$ cat src/rtl/capture_seq_ctrl.sv
// Capture sequencer between the FIR output and the capture BRAM: start-edge detect,
// write enable/address generation, done/full status and abort. Optional: CAPTURE_DECIM_EN.
module capture_seq_ctrl #(
  parameter int NB_ADDR  = 11,
  parameter int DEPTH    = 2048,
  parameter int NB_DECIM = 4
) (
  input  logic                clock,
  input  logic                i_reset,
  input  logic                i_start,
  input  logic                i_abort,
  input  logic                i_sample_valid,
  input  logic [NB_DECIM-1:0] i_decim,
  output logic                o_write_enable,
  output logic [NB_ADDR-1:0]  o_write_addr,
  output logic                o_busy,
  output logic                o_full,
  output logic                o_done_pulse,
  output logic [NB_ADDR:0]    o_sample_count
);

  typedef enum logic [1:0] {
    ST_IDLE    = 2'b00,
    ST_CAPTURE = 2'b01,
    ST_DONE    = 2'b10
  } state_t;

  localparam logic [NB_ADDR-1:0] LAST_ADDR  = NB_ADDR'(DEPTH - 1);
  localparam logic [NB_ADDR:0]   FULL_COUNT = (NB_ADDR + 1)'(DEPTH);

  state_t               state_q;
  logic                 start_q;
  logic [NB_ADDR-1:0]   addr_q;
  logic [NB_ADDR:0]     count_q;
  logic                 done_pulse_q;

  logic                 start_edge;
  logic                 capture_start;
  logic                 decim_tick;
  logic                 write_en;
  logic                 last_write;
  logic [NB_ADDR-1:0]   addr_d;
  logic [NB_ADDR:0]     count_d;

  assign start_edge    = i_start & ~start_q;
  // Abort wins over a start edge only when leaving DONE; IDLE always honours the edge.
  assign capture_start = start_edge &
                         ((state_q == ST_IDLE) | ((state_q == ST_DONE) & ~i_abort));

  // Combinational from registered state so the BRAM write lands with the valid sample.
  assign write_en   = (state_q == ST_CAPTURE) & i_sample_valid & decim_tick
                      & ~i_abort & ~i_reset;
  assign last_write = write_en & (addr_q == LAST_ADDR);
  assign addr_d     = (addr_q == LAST_ADDR) ? '0 : addr_q + NB_ADDR'(1);
  assign count_d    = (count_q == FULL_COUNT) ? count_q : count_q + (NB_ADDR + 1)'(1);

`ifdef CAPTURE_DECIM_EN
  logic [NB_DECIM-1:0] decim_q;
  logic [NB_DECIM-1:0] decim_cnt_q;
  logic                decim_wrap;

  assign decim_tick = (decim_cnt_q == '0);
  assign decim_wrap = (decim_q <= NB_DECIM'(1)) || (decim_cnt_q == decim_q - NB_DECIM'(1));

  always_ff @(posedge clock) begin
    if (i_reset) begin
      decim_q     <= '0;
      decim_cnt_q <= '0;
    end else if (capture_start) begin
      decim_q     <= i_decim;
      decim_cnt_q <= '0;
    end else if ((state_q == ST_CAPTURE) && i_sample_valid && !i_abort) begin
      decim_cnt_q <= decim_wrap ? '0 : decim_cnt_q + NB_DECIM'(1);
    end
  end
`else
  logic unused_decim;

  assign decim_tick   = 1'b1;
  assign unused_decim = ^i_decim;
`endif

  // NOTE: reset is synchronous and all state uses non-blocking assignments, so every
  // register sees the same pre-edge values regardless of statement order.
  always_ff @(posedge clock) begin
    if (i_reset) begin
      state_q      <= ST_IDLE;
      start_q      <= 1'b1;
      addr_q       <= '0;
      count_q      <= '0;
      done_pulse_q <= 1'b0;
    end else begin
      start_q      <= i_start;
      done_pulse_q <= 1'b0;
      case (state_q)
        ST_IDLE: begin
          if (capture_start) begin
            state_q <= ST_CAPTURE;
            addr_q  <= '0;
            count_q <= '0;
          end
        end
        ST_CAPTURE: begin
          if (i_abort) begin
            state_q <= ST_IDLE;
          end else if (write_en) begin
            addr_q  <= addr_d;
            count_q <= count_d;
            if (last_write) begin
              state_q      <= ST_DONE;
              done_pulse_q <= 1'b1;
            end
          end
        end
        ST_DONE: begin
          if (i_abort) begin
            state_q <= ST_IDLE;
          end else if (capture_start) begin
            state_q <= ST_CAPTURE;
            addr_q  <= '0;
            count_q <= '0;
          end
        end
        default: state_q <= ST_IDLE;
      endcase
    end
  end

  assign o_write_enable = write_en;
  assign o_write_addr   = addr_q;
  assign o_busy         = (state_q == ST_CAPTURE);
  assign o_full         = (state_q == ST_DONE);
  assign o_done_pulse   = done_pulse_q;
  assign o_sample_count = count_q;

endmodule

$ cat config.mk
export PLATFORM = sky130hd
export DESIGN_NAME = capture_seq_ctrl
export DESIGN_NICKNAME = d
export VERILOG_FILES = /design/src/rtl/capture_seq_ctrl.sv
export SDC_FILE = /design/constraint.sdc
export NUM_CORES = 1
export LEC_CHECK = 0
export ABC_AREA = 1
export CORE_MARGIN = 3
export CORE_UTILIZATION = 45
export DETAILED_ROUTE_END_ITERATION = 16
export GPL_TIMING_DRIVEN = 0
export PLACE_DENSITY = 0.76
export REMOVE_ABC_BUFFERS = 1
export SYNTH_ARGS = -nofsm -noshare
export SYNTH_HDL_FRONTEND = slang
export SYNTH_SLANG_ARGS = --single-unit
$ cat constraint.sdc
create_clock -name clock -period 1.47 [get_ports clock]
set_input_delay 0.294 -clock clock [delete_from_list [all_inputs] [get_ports clock]]
set_output_delay 0.294 -clock clock [all_outputs]
set_load 0.01 [all_outputs]
==> impl_metrics.json <==
{
  "die_y_um": 67.7,
  "drv_slew": 0,
  "clockBufferDepth": 2,
  "place_inst": 324,
  "seq_area_frac_synth_pct": 31.5,
  "p_leak_nw": 1.04,
  "wl_per_cell_um": 12.9,
  "clkTransAtPathRegs_ns": 0.09,
  "grt_use_total_pct": 18.9,
  "nets": 315,
  "vias_per_cell": 5.18,
  "synthCells": 253,
  "holdCritStartpoint": "i_reset",
  "hold_path_end": "o_sample_count[8]$_SDFFE_PP0P_",
  "numClockSinks": 27,
  "seqPwrFrac_pct": 53.6,
  "area_delta_synth_final_pct": 41.3,
  "wl_um": 4470,
  "p_clk_share_pct": 30.5,
  "async_reset_ff_share_pct": 0,
  "synth_cell_types": 38,
  "tightestPinTransition_ns": 0.448,
  "sw_frac_of_total_pct": 27.7,
  "numCtsBuffers": 3,
  "vdd_drop_max_mv": 0.575,
  "hold_viol": 0,
  "port_buffers": 31,
  "dieArea_um2": 4590,
  "overflow": 0,
  "fillers": 281,
  "cp_slowest_stage_delay_ns": 0.39,
  "dpl.hpwl_um": 2800,
  "syn_area_per_cell_um2": 6.78,
  "io_pins": 36,
  "ys.flop_type": "dfxtp_1",
  "drc_errors": 0,
  "rsz0062_at_grt": "yes",
  "fp.coreArea_um2": 3490,
  "drtAntennaViolNets": 0,
  "grt_max_degree": 16,
  "min_path_cells": 2,
  "pwr-share-comb_pct": 15.9,
  "fin_cells": 348,
  "place_congestion": 0.865,
  "cp-end-kind": "flop",
  "antenna_found_initial": 0,
  "period_share_pct": 101,
  "die_w_um": 67.7,
  "grt_pass1_wl_um": 6740,
  "cpMostUsedCell": "nand2_1",
  "finalWorstSetupSlack_ns": -0.0135,
  "crit_type": "reg2reg",
  "slew_headroom_pct": 70.0,
  "cp-start-kind": "flop",
  "crit_path_start": "o_write_addr[1]$_SDFFE_PP0P_",
  "critPathRequiredTime_ns": 1.65,
  "cp.arrival_ns": 1.66,
  "clock_latency_ns": 0.27,
  "dpl_cell_area_um2": 2020,
  "r2r_cells": 11,
  "cp_cell_sequence": "ha_4 -> inv_4 -> nor3_4 -> buf_6 -> nand3_2 -> nand2_1 -> nand2_2 -> nand2_4 -> inv_2 -> nand2_1 -> nor2_1",
  "fin_crit_ns": 1.48,
  "setup_violations": 2,
  "num_vias": 1802,
  "drtPass1Iterations": 4,
  "status": "complete, but fails checks",
  "cts_root_buf": "clkbuf_8",
  "tritoncts": "yes",
  "drtIter0Drc": 173,
  "synth_area_um2": 1710,
  "cpMaxStageDelayCell": "dfxtp_4",
  "reg2reg_from": "o_write_addr[1]$_SDFFE_PP0P_",
  "yosys_warnings": 0,
  "violations": "negative setup slack",
  "drive_above_1_share_pct": 32.1,
  "grt_pass1_vias": 1526,
  "finClkSkew_ns": 0.00265,
  "r2r_slack_ns": -0.01,
  "internal_power_w": 0.00101,
  "r2r_end": "o_write_addr[7]$_SDFFE_PP0P_",
  "final_cell_area_um2": 2420,
  "n_antenna_cell": 0,
  "power_density_nw_per_um2": 577,
  "initial_utilization_pct": 49.1,
  "switching_power_w": 0.000387,
  "hold_path.class": "in2reg",
  "cts-htree-levels": 1,
  "fmaxAchievable_mhz": 674,
  "num_rows": 21,
  "ys_ff_latch": 27,
  "cap_violations": 0,
  "synth-edff-count": 0,
  "crit_fanout": 8
}
[layer usage]
metal,vias up,global-route usage [%],routed length [um]
met1,840,25.2,1980
li1,914,-,-
met3,4,3.83,223
met2,44,31.6,2240
met4,0,3.04,25
met5,-,0,0
[power by group through the flow]
stage / Combinational, W / Clock, W / Sequential [W]
after global routing: 0.000242 / 0.000471 / 0.000751
after CTS: 0.000178 / 0.000443 / 0.000747
after floorplan: 0.0000987 / 0 / 0.000771
after detailed placement: 0.000161 / 0 / 0.000770
final: 0.000222 / 0.000427 / 0.000749
after global placement: 0.000159 / 0 / 0.000769
[worst max-delay path: cells and delay by family, from the launching register on]
family	cells	cell delay (ns)
and+or+nand+nor	7	0.62
DFF	1	0.39
adders and majority gates	1	0.16
buffers and inverters	3	0.22
[synth_stat cells, types with 2 or more instances]
cell type	instances	share of area [%]
nand3_1	24	7.0
nor2_2	2	0.73
nor2_1	37	8.1
nand4_1	4	1.5
inv_2	4	0.88
dfxtp_1	27	32
buf_6	3	2.0
o21ai_0	2	0.58
inv_1	27	5.9
nor3_1	10	2.9
ha_1	3	2.2
nand2_4	7	4.6
nor2_4	2	1.3
a21oi_1	17	5.0
nand2_1	59	13
nand2_2	3	1.1
[cell usage in the layout (no fill, tap or decap), types with 4 or more instances in the layout]
cell type	synthesis	final
dfxtp_1	27	7
a21oi_2	1	4
nor2_4	2	5
nand4_1	4	4
inv_4	0	5
buf_4	1	16
nand2_8	0	4
nand3_1	24	21
dfxtp_4	0	9
a21oi_1	17	14
nand2_4	7	6
nor3_1	10	8
nor2_1	37	34
nand2_1	59	55
inv_1	27	23
dfxtp_2	0	11
nand2_2	3	6
dlygate4sd2_1	0	24
[worst max-delay path by stage]
stage | end | slack (ns) | depth (start not counted)
global placement | o_write_enable | -0.88 | 5
floorplan | o_sample_count[8]$_SDFFE_PP0P_ | 0.05 | 9
CTS | o_write_enable | -0.10 | 5
detailed placement | o_write_enable | -0.90 | 5
global route | o_write_addr[9]$_SDFFE_PP0P_ | -0.10 | 11
finish | o_write_addr[7]$_SDFFE_PP0P_ | -0.01 | 11
[logic make-up after synthesis]
logic type | share of synthesized area [%]
fa+ha+maj | 2.19
buf+inv | 10.8
flops | 31.5
xor+xnor | 1.02
compound gates | 8.91
simple gates | 45.5
[flip-flops by register name, indices dropped and copies added (netlist names)]
name,count
o_sample_count,12
o_write_addr,11
state_q,2
o_done_pulse,1
start_q,1
[metrics by stage]
| step | hold slack [ns] | setup TNS [ns] | utilization (%) | setup WS (ns) | power [W] |
|---|---|---|---|---|---|
| floorplan | 0.356 | 0 | - | 0.0543 | 0.000869 |
| global placement | 0.491 | -16.33 | 57.9 | -0.882 | 0.000927 |
| detailed placement | 0.499 | -16.89 | 57.9 | -0.898 | 0.000931 |
| CTS | 0.446 | -0.632 | 62.6 | -0.104 | 0.00137 |
| global route | 0.382 | -0.524 | 69.3 | -0.101 | 0.00146 |
| finish | 0.365 | -0.0260 | 69.3 | -0.0135 | 0.00140 |
[repair_timing]
item	in CTS	in global routing
hold buffers	0	0
endpoints found under the setup margin	51	26
resized for setup	63	51
gates cloned	0	2
pin swaps	7	17
buffers inserted	11	7
[final cells by class]
type | count | area, um2 | share of cell area (%)
multi-input cells | 190 | 1180 | 48.7
flip-flops and latches | 27 | 588 | 24.3
repair buffers | 49 | 414 | 17.1
inverters | 32 | 138 | 5.68
well taps | 46 | 57.6 | 2.38
clock buffers | 3 | 41.3 | 1.70
clock inverters | 1 | 5.00 | 0.207
(Power assumes the default switching activity.)
